--- config.mk ---
export PLATFORM = sky130hd
export DESIGN_NAME = scl_phase_sequencer
export DESIGN_NICKNAME = d
export VERILOG_FILES = /design/src/rtl/scl_phase_sequencer.sv
export SDC_FILE = /design/constraint.sdc
export NUM_CORES = 1
export LEC_CHECK = 0
export ABC_AREA = 1
export BUFFER_PORTS_ARGS = -buffer_cell sky130_fd_sc_hd__buf_2
export CORE_UTILIZATION = 30
export DETAILED_ROUTE_END_ITERATION = 8
export PLACE_DENSITY = 0.5
export SETUP_SLACK_MARGIN = 0.1
export SYNTH_ARGS = -nofsm -noshare
export SYNTH_HDL_FRONTEND = slang
export SYNTH_SLANG_ARGS = --single-unit
--- constraint.sdc ---
create_clock -name clk -period 1.57 [get_ports clk]
set_clock_uncertainty 0.15 [all_clocks]
set_input_delay 0.157 -clock clk [delete_from_list [all_inputs] [get_ports clk]]
set_output_delay 0.157 -clock clk [all_outputs]
set_load 0.05 [all_outputs]
--- src/rtl/scl_phase_sequencer.sv ---
// scl_phase_sequencer: drives SCL through START, nbits x (LOW, HIGH), STOP using an external down-counter.
// Optional feature macro I3C_SCL_STRETCH_EN: wait for scl_i high before timing each HIGH phase.
module scl_phase_sequencer #(
  parameter int CNTR_W  = 9,
  parameter int NBITS_W = 5
) (
  input  logic               clk,
  input  logic               rst_n,
  input  logic               req_i,
  output logic               ready_o,
  input  logic [NBITS_W-1:0] nbits_i,
  input  logic [CNTR_W-1:0]  t_start_i,
  input  logic [CNTR_W-1:0]  t_low_i,
  input  logic [CNTR_W-1:0]  t_high_i,
  input  logic [CNTR_W-1:0]  t_stop_i,
  input  logic               abort_i,
  output logic               cnt_load_o,
  output logic [CNTR_W-1:0]  cnt_init_o,
  input  logic               cnt_q_i,
  input  logic               scl_i,
  output logic               scl_o,
  output logic               bit_rise_o,
  output logic               bit_fall_o,
  output logic               done_o,
  output logic               busy_o
);

  typedef enum logic [2:0] {S_IDLE, S_START, S_LOW, S_HIGH, S_STOP} state_t;

  state_t             state;
  logic [NBITS_W-1:0] bits_left;
  logic [CNTR_W-1:0]  t_low_r;
  logic [CNTR_W-1:0]  t_high_r;
  logic [CNTR_W-1:0]  t_stop_r;
  logic               load_r;
  logic               rise_r;
  logic               stretch_wait;
  logic               release_now;
  logic               phase_end;

`ifdef I3C_SCL_STRETCH_EN
  // scl_i arrives already synchronised; the cycle it is seen high becomes the HIGH entry cycle.
  assign release_now = stretch_wait & scl_i;
`else
  logic unused_scl;
  assign unused_scl  = scl_i;
  assign release_now = 1'b0;
`endif

  assign cnt_load_o = load_r | release_now;
  assign bit_rise_o = rise_r | release_now;

  // The zero flag is stale while the counter is being loaded, and meaningless during a stretch wait.
  assign phase_end = cnt_q_i & ~cnt_load_o & ~stretch_wait;

  always_ff @(posedge clk or negedge rst_n) begin
    if (!rst_n) begin
      state        <= S_IDLE;
      bits_left    <= '0;
      t_low_r      <= '0;
      t_high_r     <= '0;
      t_stop_r     <= '0;
      load_r       <= 1'b0;
      rise_r       <= 1'b0;
      stretch_wait <= 1'b0;
      cnt_init_o   <= '0;
      scl_o        <= 1'b1;
      ready_o      <= 1'b1;
      busy_o       <= 1'b0;
      bit_fall_o   <= 1'b0;
      done_o       <= 1'b0;
    end else begin
      // NOTE: pulses default low here with non-blocking writes; a later write in the same cycle overrides.
      load_r     <= 1'b0;
      rise_r     <= 1'b0;
      bit_fall_o <= 1'b0;
      done_o     <= 1'b0;

      if (state != S_IDLE && abort_i) begin
        state        <= S_IDLE;
        bits_left    <= '0;
        stretch_wait <= 1'b0;
        scl_o        <= 1'b1;
        ready_o      <= 1'b1;
        busy_o       <= 1'b0;
      end else begin
        unique case (state)
          S_IDLE: begin
            if (req_i) begin
              bits_left  <= nbits_i;
              t_low_r    <= t_low_i;
              t_high_r   <= t_high_i;
              t_stop_r   <= t_stop_i;
              state      <= S_START;
              scl_o      <= 1'b1;
              load_r     <= 1'b1;
              cnt_init_o <= t_start_i;
              ready_o    <= 1'b0;
              busy_o     <= 1'b1;
            end
          end

          S_START: begin
            if (phase_end) begin
              if (bits_left != '0) begin
                state      <= S_LOW;
                scl_o      <= 1'b0;
                load_r     <= 1'b1;
                bit_fall_o <= 1'b1;
                cnt_init_o <= t_low_r;
              end else begin
                state      <= S_STOP;
                scl_o      <= 1'b1;
                load_r     <= 1'b1;
                cnt_init_o <= t_stop_r;
              end
            end
          end

          S_LOW: begin
            if (phase_end) begin
              state      <= S_HIGH;
              scl_o      <= 1'b1;
              cnt_init_o <= t_high_r;
`ifdef I3C_SCL_STRETCH_EN
              stretch_wait <= 1'b1;
`else
              load_r <= 1'b1;
              rise_r <= 1'b1;
`endif
            end
          end

          S_HIGH: begin
            if (stretch_wait) begin
              if (release_now) stretch_wait <= 1'b0;
            end else if (phase_end) begin
              bits_left <= bits_left - NBITS_W'(1);
              if (bits_left > NBITS_W'(1)) begin
                state      <= S_LOW;
                scl_o      <= 1'b0;
                load_r     <= 1'b1;
                bit_fall_o <= 1'b1;
                cnt_init_o <= t_low_r;
              end else begin
                state      <= S_STOP;
                scl_o      <= 1'b1;
                load_r     <= 1'b1;
                cnt_init_o <= t_stop_r;
              end
            end
          end

          S_STOP: begin
            if (phase_end) begin
              state   <= S_IDLE;
              done_o  <= 1'b1;
              ready_o <= 1'b1;
              busy_o  <= 1'b0;
            end
          end

          default: state <= S_IDLE;
        endcase
      end
    end
  end

endmodule

# Word-level counts from Yosys, hierarchy flattened
# Index checks and enable logic that the tools add are counted.
[classes]
div = 0
n_eq_ne = 15
magnitude_cmp = 1
n_mux = 57
bitwise = 5
n_shift = 0
add_sub_neg = 1
n_mul = 0
n_reduce_logical = 16
[op_table]
columns = ["operator", "count"]
rows = [
  ["9-bit two-way mux", 7],
  ["9-bit case mux with 4 select lines", 1],
  ["1-bit two-way mux", 29],
  ["3-bit two-way mux", 9],
  ["5-bit two-way mux", 4],
  ["3-bit inequality test, second input constant", 6],
  ["3-bit case mux with 5 select lines", 1],
  ["6-bit AND reduction", 2],
  ["2-bit inequality test, second input constant", 5],
  ["5-bit case mux with 2 select lines", 1],
  ["5-bit nonzero test", 2],
  ["3-bit nonzero test", 3],
  ["7-bit AND reduction", 1],
  ["3-bit by 2-bit == test with 1-bit output, second input constant", 2],
  ["1-bit case mux with 2 select lines", 3],
  ["3-bit AND reduction", 2],
  ["5-bit by 1-bit greater-than comparator with 1-bit output, second input constant", 1],
  ["5-bit by 1-bit subtractor with 5-bit output, second input constant", 1],
  ["1-bit case mux with 4 select lines", 1],
  ["4-bit AND reduction", 1],
  ["4-bit nonzero test", 1],
  ["3-bit by 1-bit == test with 1-bit output, second input constant", 1],
  ["3-bit == test, second input constant", 1],
  ["3-bit zero test", 1],
  ["6 further kinds", 9],
]
[totals]
elab_cells = 109
ramBits = 0
inputBits = 47
latchBits = 0
mem_bits_ro = 0
out_inout_bits = 16
reg_bits = 52
mem_count = 0

# Logic depth before layout (Yosys ltp)
# Gate-level depths: netlist of run 1.
[depth]
word_depth = 7
mapped_depth = 11
mapped_depth_nobuf = 11

# Worst setup path before layout of run 1
# Ideal clock, no wire load.
[synth_path]
path_type = "reg2reg"
startpoint = "register load_r, in the netlist cnt_load_o"
endpoint = "register state[0]"
arrival_time_ps = 1465
path_stages_with_launch = 7
path_buffers = 1
required_ps = 1333
setup_slack_ps = -131
setup_time_ps = 87
synth_period_minus_slack_ps = 1701
path_cell_list = "dfrtp_1 nor2_2 inv_1 o21ai_2 nand2_2 buf_4 o211ai_1"
[synth_via]
elab_chain_len = 5
elab_cells_between_ends = 8
classes_between = "4 x eq/ne; 3 x bitwise; 1 x reduce/logical"
[synth_rtl]
columns = ["item", "line_no", "rtl"]
rows = [
  ["start: declaration", "35", "logic load_r;"],
  ["start signal: assignment", "63", "load_r <= 1'b0;"],
  ["start signal: assignment", "74", "load_r <= 1'b0;"],
  ["start signal: assignment", "96", "load_r <= 1'b1;"],
  ["1-bit inverter *", "54", "assign phase_end = cnt_q_i & ~cnt_load_o & ~stretch_wait;"],
  ["1-bit AND * (2 in a row)", "54", ""],
  ["3-bit inequality test (no source line)", "-", ""],
  ["6-bit AND reduction (no source line) *", "-", ""],
  ["end signal: assignment", "58", "state <= S_IDLE;"],
  ["end signal: assignment", "80", "state <= S_IDLE;"],
  ["end signal: assignment", "94", "state <= S_START;"],
  ["end: declaration", "30", "state_t state;"],
]
# Every way passes the cells marked *; elsewhere a longest branch is shown, timed or not.
# A chain may end at the register's enable or synchronous reset.

# Worst setup path after layout of run 1
[layout_path]
startpoint = "register bits_left[1]"
endpoint = "register cnt_init_o[1]"
[layout_via]
elab_chain_len = 5
elab_cells_between_ends = 8
classes_between = "1 x order compare; 6 x mux; 1 x reduce/logical"
[layout_rtl]
columns = ["item", "line_no", "rtl"]
rows = [
  ["start: declaration", "31", "logic [NBITS_W-1:0] bits_left;"],
  ["start signal: assignment", "90", "bits_left <= nbits_i;"],
  ["start signal: assignment", "138", "bits_left <= bits_left - NBITS_W'(1);"],
  ["5-bit by 1-bit greater-than comparator with 1-bit output", "139", "if (bits_left > NBITS_W'(1)) begin"],
  ["9-bit two-way mux", "139", ""],
  ["9-bit two-way mux", "137", "end else if (phase_end) begin"],
  ["9-bit two-way mux", "135", "if (stretch_wait) begin"],
  ["9-bit case mux with 4 select lines *", "87", "unique case (state)"],
  ["end signal: assignment", "97", "cnt_init_o <= t_start_i;"],
  ["end signal: assignment", "144", "cnt_init_o <= t_low_r;"],
  ["end signal: assignment", "149", "cnt_init_o <= t_stop_r;"],
  ["end: declaration", "18", "output logic [CNTR_W-1:0] cnt_init_o,"],
]
# Every way passes the cells marked *; elsewhere a longest branch is shown, timed or not. The select of a mux whose other input is x is not followed.

==> results of run 1 <==
[repair_timing]
item | 4_1_cts | 5_1_grt
cloned | 2 | 5
endpoints found under the hold margin | 61 | 0
hold buffers | 29 | 0
resized for setup | 64 | 59
setup endpoints to repair | 49 | 49
pin swaps | 27 | 18
buffers inserted | 12 | 4
[worst max path at each step]
stage            startpoint       endpoint  slack, ps  cells after the start
2_1_floorplan    cnt_load_o  cnt_init_o[5]         80                      8
3_3_place_gp       state[0]    t_stop_r[2]        -10                      9
3_5_place_dp   bits_left[0]          scl_o        -20                      9
4_1_cts        bits_left[0]  cnt_init_o[1]          4                     10
5_1_grt        bits_left[1]  cnt_init_o[0]       -120                     11
6_report       bits_left[1]  cnt_init_o[1]        -30                     11
[sequential cells by signal, summed over array words and instances, names as in the netlist]
| register | cells |
|---|---|
| bit_rise_o | 1 |
| cnt_init_o | 9 |
| done_o | 1 |
| scl_o | 1 |
| ready_o | 1 |
| bits_left | 5 |
| bit_fall_o | 1 |
| t_low_r | 9 |
| state | 3 |
| busy_o | 1 |
| t_stop_r | 9 |
| cnt_load_o | 1 |
| t_high_r | 9 |
[per-layer routing]
metal / GRT usage [%] / vias up / routed length, um
li1: - / 1293 / -
met1: 26.26 / 1245 / 3759
met2: 25.36 / 58 / 3556
met3: 2.184 / 2 / 287
met4: 2.692 / 0 / 36
met5: 0 / - / 0
[tightest hold or removal path: stages]
cell,delay [ps]
sky130_fd_sc_hd__buf_2,70
sky130_fd_sc_hd__nor2_1,30
sky130_fd_sc_hd__nor2_1,90
sky130_fd_sc_hd__nand2_1,60
sky130_fd_sc_hd__nand2_1,50
[cells by family after synthesis]
family          share of synthesized area [%]
fa+ha+maj                               1.484
flops                                   50.54
simple gates                            35.56
xor+xnor                               0.6925
buf+inv                                 5.787
compound gates                          5.935
[cell type report]
cell class / count / area (um^2) / share of cell area, %
Multi-Input combinational cell: 250 / 1480 / 34.62
Sequential cell: 51 / 1281 / 29.97
Timing Repair Buffer: 134 / 1165 / 27.25
Tap cell: 105 / 131.4 / 3.073
Inverter: 20 / 105.1 / 2.458
Clock buffer: 5 / 68.82 / 1.610
Clock inverter: 3 / 43.79 / 1.024
[metrics by stage]
stage,instance area (um^2),power [W],util (%),setup slack (ps)
2_1_floorplan,2542,0.004761,-,81.42
3_3_place_gp,3127,0.005883,38.25,-13.92
3_5_place_dp,3127,0.005906,38.25,-23.70
4_1_cts,3899,0.007706,47.69,4.318
5_1_grt,4275,0.009156,52.30,-122.1
6_report,4275,0.008572,52.30,-31.15
[cells in the final DEF, fill, tap and decap left out, types with 6 or more instances in the layout]
cell,netlist,layout
sky130_fd_sc_hd__nand3_1,14,6
sky130_fd_sc_hd__dfrtp_1,49,47
sky130_fd_sc_hd__inv_1,13,9
sky130_fd_sc_hd__inv_2,7,7
sky130_fd_sc_hd__nand2_1,158,106
sky130_fd_sc_hd__buf_2,6,61
sky130_fd_sc_hd__a21oi_1,12,11
sky130_fd_sc_hd__nor2_1,30,24
sky130_fd_sc_hd__dlygate4sd3_1,0,29
sky130_fd_sc_hd__nand2_2,3,33
sky130_fd_sc_hd__nand3_2,1,7
sky130_fd_sc_hd__buf_4,4,24
sky130_fd_sc_hd__buf_12,0,9
sky130_fd_sc_hd__nand2_4,3,26
[where the power goes]
group	internal [W]	switching, W	total [W]	leakage, nW
clock network	0.000475	0.000454	0.000929	0.0581
logic	0.00227	0.00291	0.00517	1.52
registers	0.00192	0.000544	0.00247	0.633
total	0.00467	0.00390	0.00857	2.21
==> qor.yml, run 1 <==
grt_start_max_net_pins: 22
ys_types: 27
synth-warning-count: 0
r2r-start: "bits_left[1]"
clock-sinks: 51
post_synth_inst_count: 331
synth-edff-count: 0
ys_seq_elements: 51
grt.total_usage_pct: 16.96
postRouteAntennaNets: 0
finalHoldViolations: 0
number_of_global_route_vias_before_repair: 2289
async_flop_share_pct: 100.0
ioPinCount: 63
initial_cell_density_of_the_core_pct: 30.95
static-leakage-power_nw: 2.212
violations: "setup timing"
hold_path.class: "primary input to flop"
clock_buffer_depth: 2
syn_area_mm2: 0.002530
post-synth-top-count-cell: "sky130_fd_sc_hd__nand2_1"
antenna_found_initial: 0
num_vias: 2598
finalNonFillerCells: 568
min-delay-start: "t_start_i[3]"
post_route_cells_drive_above_1_share_pct: 46.22
diodes: 0
finalCriticalPeriod_ps: 1601
critical_path.cell_chain: "inv_2, ha_2, o21bai_4, nand2_1, nand2_1, nand2_2, buf_12, nand2_1, nand3_2, nand2_1, nand2_1"
path_delay_family: "simple AND/OR/NAND/NOR gates"
route.detailed.wl_per_inst_um: 13.45
crit_type: "flop to flop"
design.core.area_mm2: 0.008175
dp.cells: 509
drc: 0
tritoncts.num_buffers: 5
cell_chosen_for_the_clock_root: "sky130_fd_sc_hd__clkbuf_8"
wl_mm: 7.640
crit_path_dat_ps: 1660
fillerInstances: 768
r2r_slack_ps: -30
dpl.hpwl_mm: 4.736
peakVddDrop_uv: 685.0
final.setup.tns_ps: -204.3
synth.largest_area_cell: "sky130_fd_sc_hd__dfrtp_1"
drt-initial-drc-count: 138
drt_pre_antenna_iters: 4
slew_at_the_pin_with_the_worst_max_slew_slack_ps: 418.9
ys_seq_area_share_pct: 50.54
slew_violations: 0
synth_fp_nets: 381
die-area_mm2: 0.008804
critical_path_peak_fanout: 11
die-width_um: 93.83
power_density_mw_per_mm2: 2005
fin_nets: 512
numPortBuffers: 61
crit_path_start_kind: "flop"
synth_top_cell_area_share_pct: 48.47
cp.buffers_inverters: 2
outcome: "complete, but fails checks"
finalCritPeriodShare_pct: 102.0
synthesis.area_per_instance_um2: 7.643
chipHeight_um: 93.83
post_synth_main_area_contributors: "sky130_fd_sc_hd__dfrtp_1 48%, sky130_fd_sc_hd__nand2_1 23%, sky130_fd_sc_hd__nor2_1 4.5%, sky130_fd_sc_hd__nand3_1 2.8%, sky130_fd_sc_hd__a21oi_1 2.4%"
slew_headroom_pct: 72.07
synth-main-ff-cell: "sky130_fd_sc_hd__dfrtp_1"
clk_pin_slew_ps: 90
placement_rows: 33
hold-worst-slack_ps: 24.20
worstRegToRegCells: 11
cts_htree_levels: 2
worst_setup_path_end_kind: "flop"
rsz_0062_raised_after_global_routing: "yes"
regToRegEndpoint: "cnt_init_o[1]"
routed_via_density: 4.574
hold_path_end: "cnt_init_o[3]"
whs_path_depth: 5
setup_viol_count_final: 19
maxClockFrequency_mhz: 624.6
max_stage_delay_ps: 400
worst_ep_required_time_ps: 1630
worstSkewPairLatency_ps: 300
postLayoutSetupSlackWorst_ps: -31.15
synth_common_cells: "158 x sky130_fd_sc_hd__nand2_1, 49 x sky130_fd_sc_hd__dfrtp_1, 30 x sky130_fd_sc_hd__nor2_1"
areaGrowthSynthToFinish_pct: 68.99
first_pass_grt_wire_length_mm: 11.59
gp_congestion: 0.8102
globalRouteOverflowTotal: 0
max_stage_delay_cell_worst_path: "sky130_fd_sc_hd__dfrtp_1"
drv_cap: 0
cts_tree: "yes"
cpMostUsedCell: "sky130_fd_sc_hd__nand2_1"
Power figures use the tool's default switching activity.
==> run 2: changes to the inputs <==
ABC_CLOCK_PERIOD_IN_PS = 1570   (was not set)
CORE_MARGIN = 2   (was not set)
==> run 2 against run 1 <==
Against the previous run: the run still ends with setup timing left; flip-flop and latch count is the same; routed wire length shrank 1.9%; worst hold slack gained 2.8 ps; global-route usage shrank 1.5 points; register-to-register slack lost 40 ps; non-clock buffer count grew 6; count of clock-buffer cells in the layout grew 1.
==> qor.yml, run 2 (synthesized netlist as in run 1, its figures left out) <==
drt_pre_antenna_iters: 4
multiInputGateArea_mm2: 0.001469
route.detailed.wl_per_inst_um: 13.06
worstRegToRegCells: 11
crit_path_dat_ps: 1690
crit_path_start_kind: "flop"
clk_pin_slew_ps: 90
chipHeight_um: 95.83
initial_cell_density_of_the_core_pct: 30.95
cp.buffers_inverters: 3
postRouteAntennaNets: 0
diodes: 0
critical_path.cell_chain: "inv_2, nand2_4, nor2_4, nand2_4, buf_12, nand2_4, inv_4, nand2_4, nand2_4, nand2_1, o21ai_1"
worst_ep_required_time_ps: 1610
die-width_um: 95.83
fin_nets: 518
die-area_mm2: 0.009183
finalHoldViolations: 0
postLayoutSetupSlackWorst_ps: -71.62
areaGrowthSynthToFinish_pct: 68.05
critical_path.startpoint: "state[1]"
slew_violations: 0
slew_at_the_pin_with_the_worst_max_slew_slack_ps: 388.3
tritoncts.num_buffers: 5
dpl.hpwl_mm: 4.900
regToRegEndpoint: "bits_left[2]"
hold-worst-slack_ps: 26.99
layout_common_cells: "110 x sky130_fd_sc_hd__nand2_1, 61 x sky130_fd_sc_hd__buf_2, 47 x sky130_fd_sc_hd__dfrtp_1"
final.setup.tns_ps: -739.4
design.core.area_mm2: 0.008175
cell_chosen_for_the_clock_root: "sky130_fd_sc_hd__clkbuf_8"
seqCellArea_mm2: 0.001281
placement_rows: 33
peakVddDrop_uv: 900.0
drt-initial-drc-count: 142
r2r-start: "state[1]"
max_stage_delay_ps: 430
r2r_slack_ps: -70
drv_cap: 0
num_vias: 2542
post_route_cells_drive_above_1_share_pct: 46.27
grt_start_max_net_pins: 21
critical_path_peak_fanout: 7
worst_setup_path_end_kind: "flop"
violations: "setup timing"
worstSkewPairLatency_ps: 300
maxClockFrequency_mhz: 609.2
critical_path.endpoint: "bits_left[2]"
final_core_utilization_pct: 52.00
routed_via_density: 4.429
static-leakage-power_nw: 2.227
slew_headroom_pct: 74.11
critical_path_cell_count: 11
hold_path.class: "primary input to flop"
finalCritPeriodShare_pct: 104.6
grt.total_usage_pct: 15.41
clock_buffer_depth: 2
globalRouteOverflowTotal: 0
first_pass_grt_wire_length_mm: 10.90
fillerInstances: 787
cts_tree: "yes"
drc: 0
outcome: "complete, but fails checks"
cts_htree_levels: 2
wl_mm: 7.498
numPortBuffers: 61
finalNonFillerCells: 574
cpMostUsedCell: "sky130_fd_sc_hd__nand2_4"
setup_viol_count_final: 15
crit_type: "flop to flop"
number_of_global_route_vias_before_repair: 2224
rsz_0062_raised_after_global_routing: "yes"
finalCriticalPeriod_ps: 1642
antenna_found_initial: 0
max_stage_delay_cell_worst_path: "sky130_fd_sc_hd__dfrtp_1"
gp_congestion: 0.8094
path_delay_family: "simple AND/OR/NAND/NOR gates"
power_density_mw_per_mm2: 1959
ioPinCount: 63
dp.cells: 520
most_frequent_standard_cell_in_the_layout_excluding_fill_and_tap_cells: "sky130_fd_sc_hd__nand2_1"
clock-sinks: 51
-- run 2: power by group --
part	switching [W]	internal, W
combinational	0.00284	0.00215
clock	0.000456	0.000525
sequential	0.000437	0.00192
total	0.00373	0.00460
-- run 2: metal layers --
| metal | part of all wire (%) | global-route usage, % | up-vias |
|---|---|---|---|
| met5 | 0 | 0 | - |
| met1 | 47 | 24.00 | 1192 |
| met3 | 4.1 | 2.819 | 4 |
| met4 | 0.64 | 2.857 | 0 |
| li1 | - | - | 1300 |
| met2 | 48 | 22.32 | 46 |
-- run 2: what timing repair did --
item | CTS | global route
hold buffers | 29 | 0
resized for setup | 17 | 99
hold endpoints to repair | 78 | 0
buffers inserted | 3 | 11
gates cloned | 1 | 4
endpoints found under the setup margin | 45 | 50
pin swaps | 6 | 15
-- run 2: worst min-delay path by stage --
stage,startpoint,slack [ps],depth (start not counted),endpoint
5_1_grt,t_start_i[4],50,5,cnt_init_o[4]
2_1_floorplan,rst_n,-290,0,bit_fall_o
3_5_place_dp,rst_n,-50,1,bits_left[0]
3_3_place_gp,rst_n,-50,1,bits_left[0]
4_1_cts,t_start_i[2],30,5,cnt_init_o[2]
6_report,nbits_i[2],30,3,bits_left[2]
-- run 2: stage by stage --
step / total power (W) / instance area [um^2] / worst slack (ps)
after global routing: 0.008964 / 4252 / -158.9
after CTS: 0.007292 / 3719 / -16.16
after detailed placement: 0.006049 / 3222 / -26.40
after global placement: 0.006029 / 3222 / -57.41
final: 0.008329 / 4252 / -71.62
after floorplan: 0.004761 / 2542 / 81.42
-- run 2: area by class of cell --
type | instances | area share, %
clock inverters | 2 | 0.9123
flip-flops and latches | 51 | 30.14
inverters | 20 | 2.237
multi-input cells | 250 | 34.55
clock buffers | 6 | 1.942
repair buffers | 140 | 27.13
well taps | 105 | 3.090
-- run 2: worst min-delay path, cell delays in order --
cell                       delay (ps)
sky130_fd_sc_hd__buf_2             70
sky130_fd_sc_hd__o211ai_1          80
sky130_fd_sc_hd__o21ai_1          130
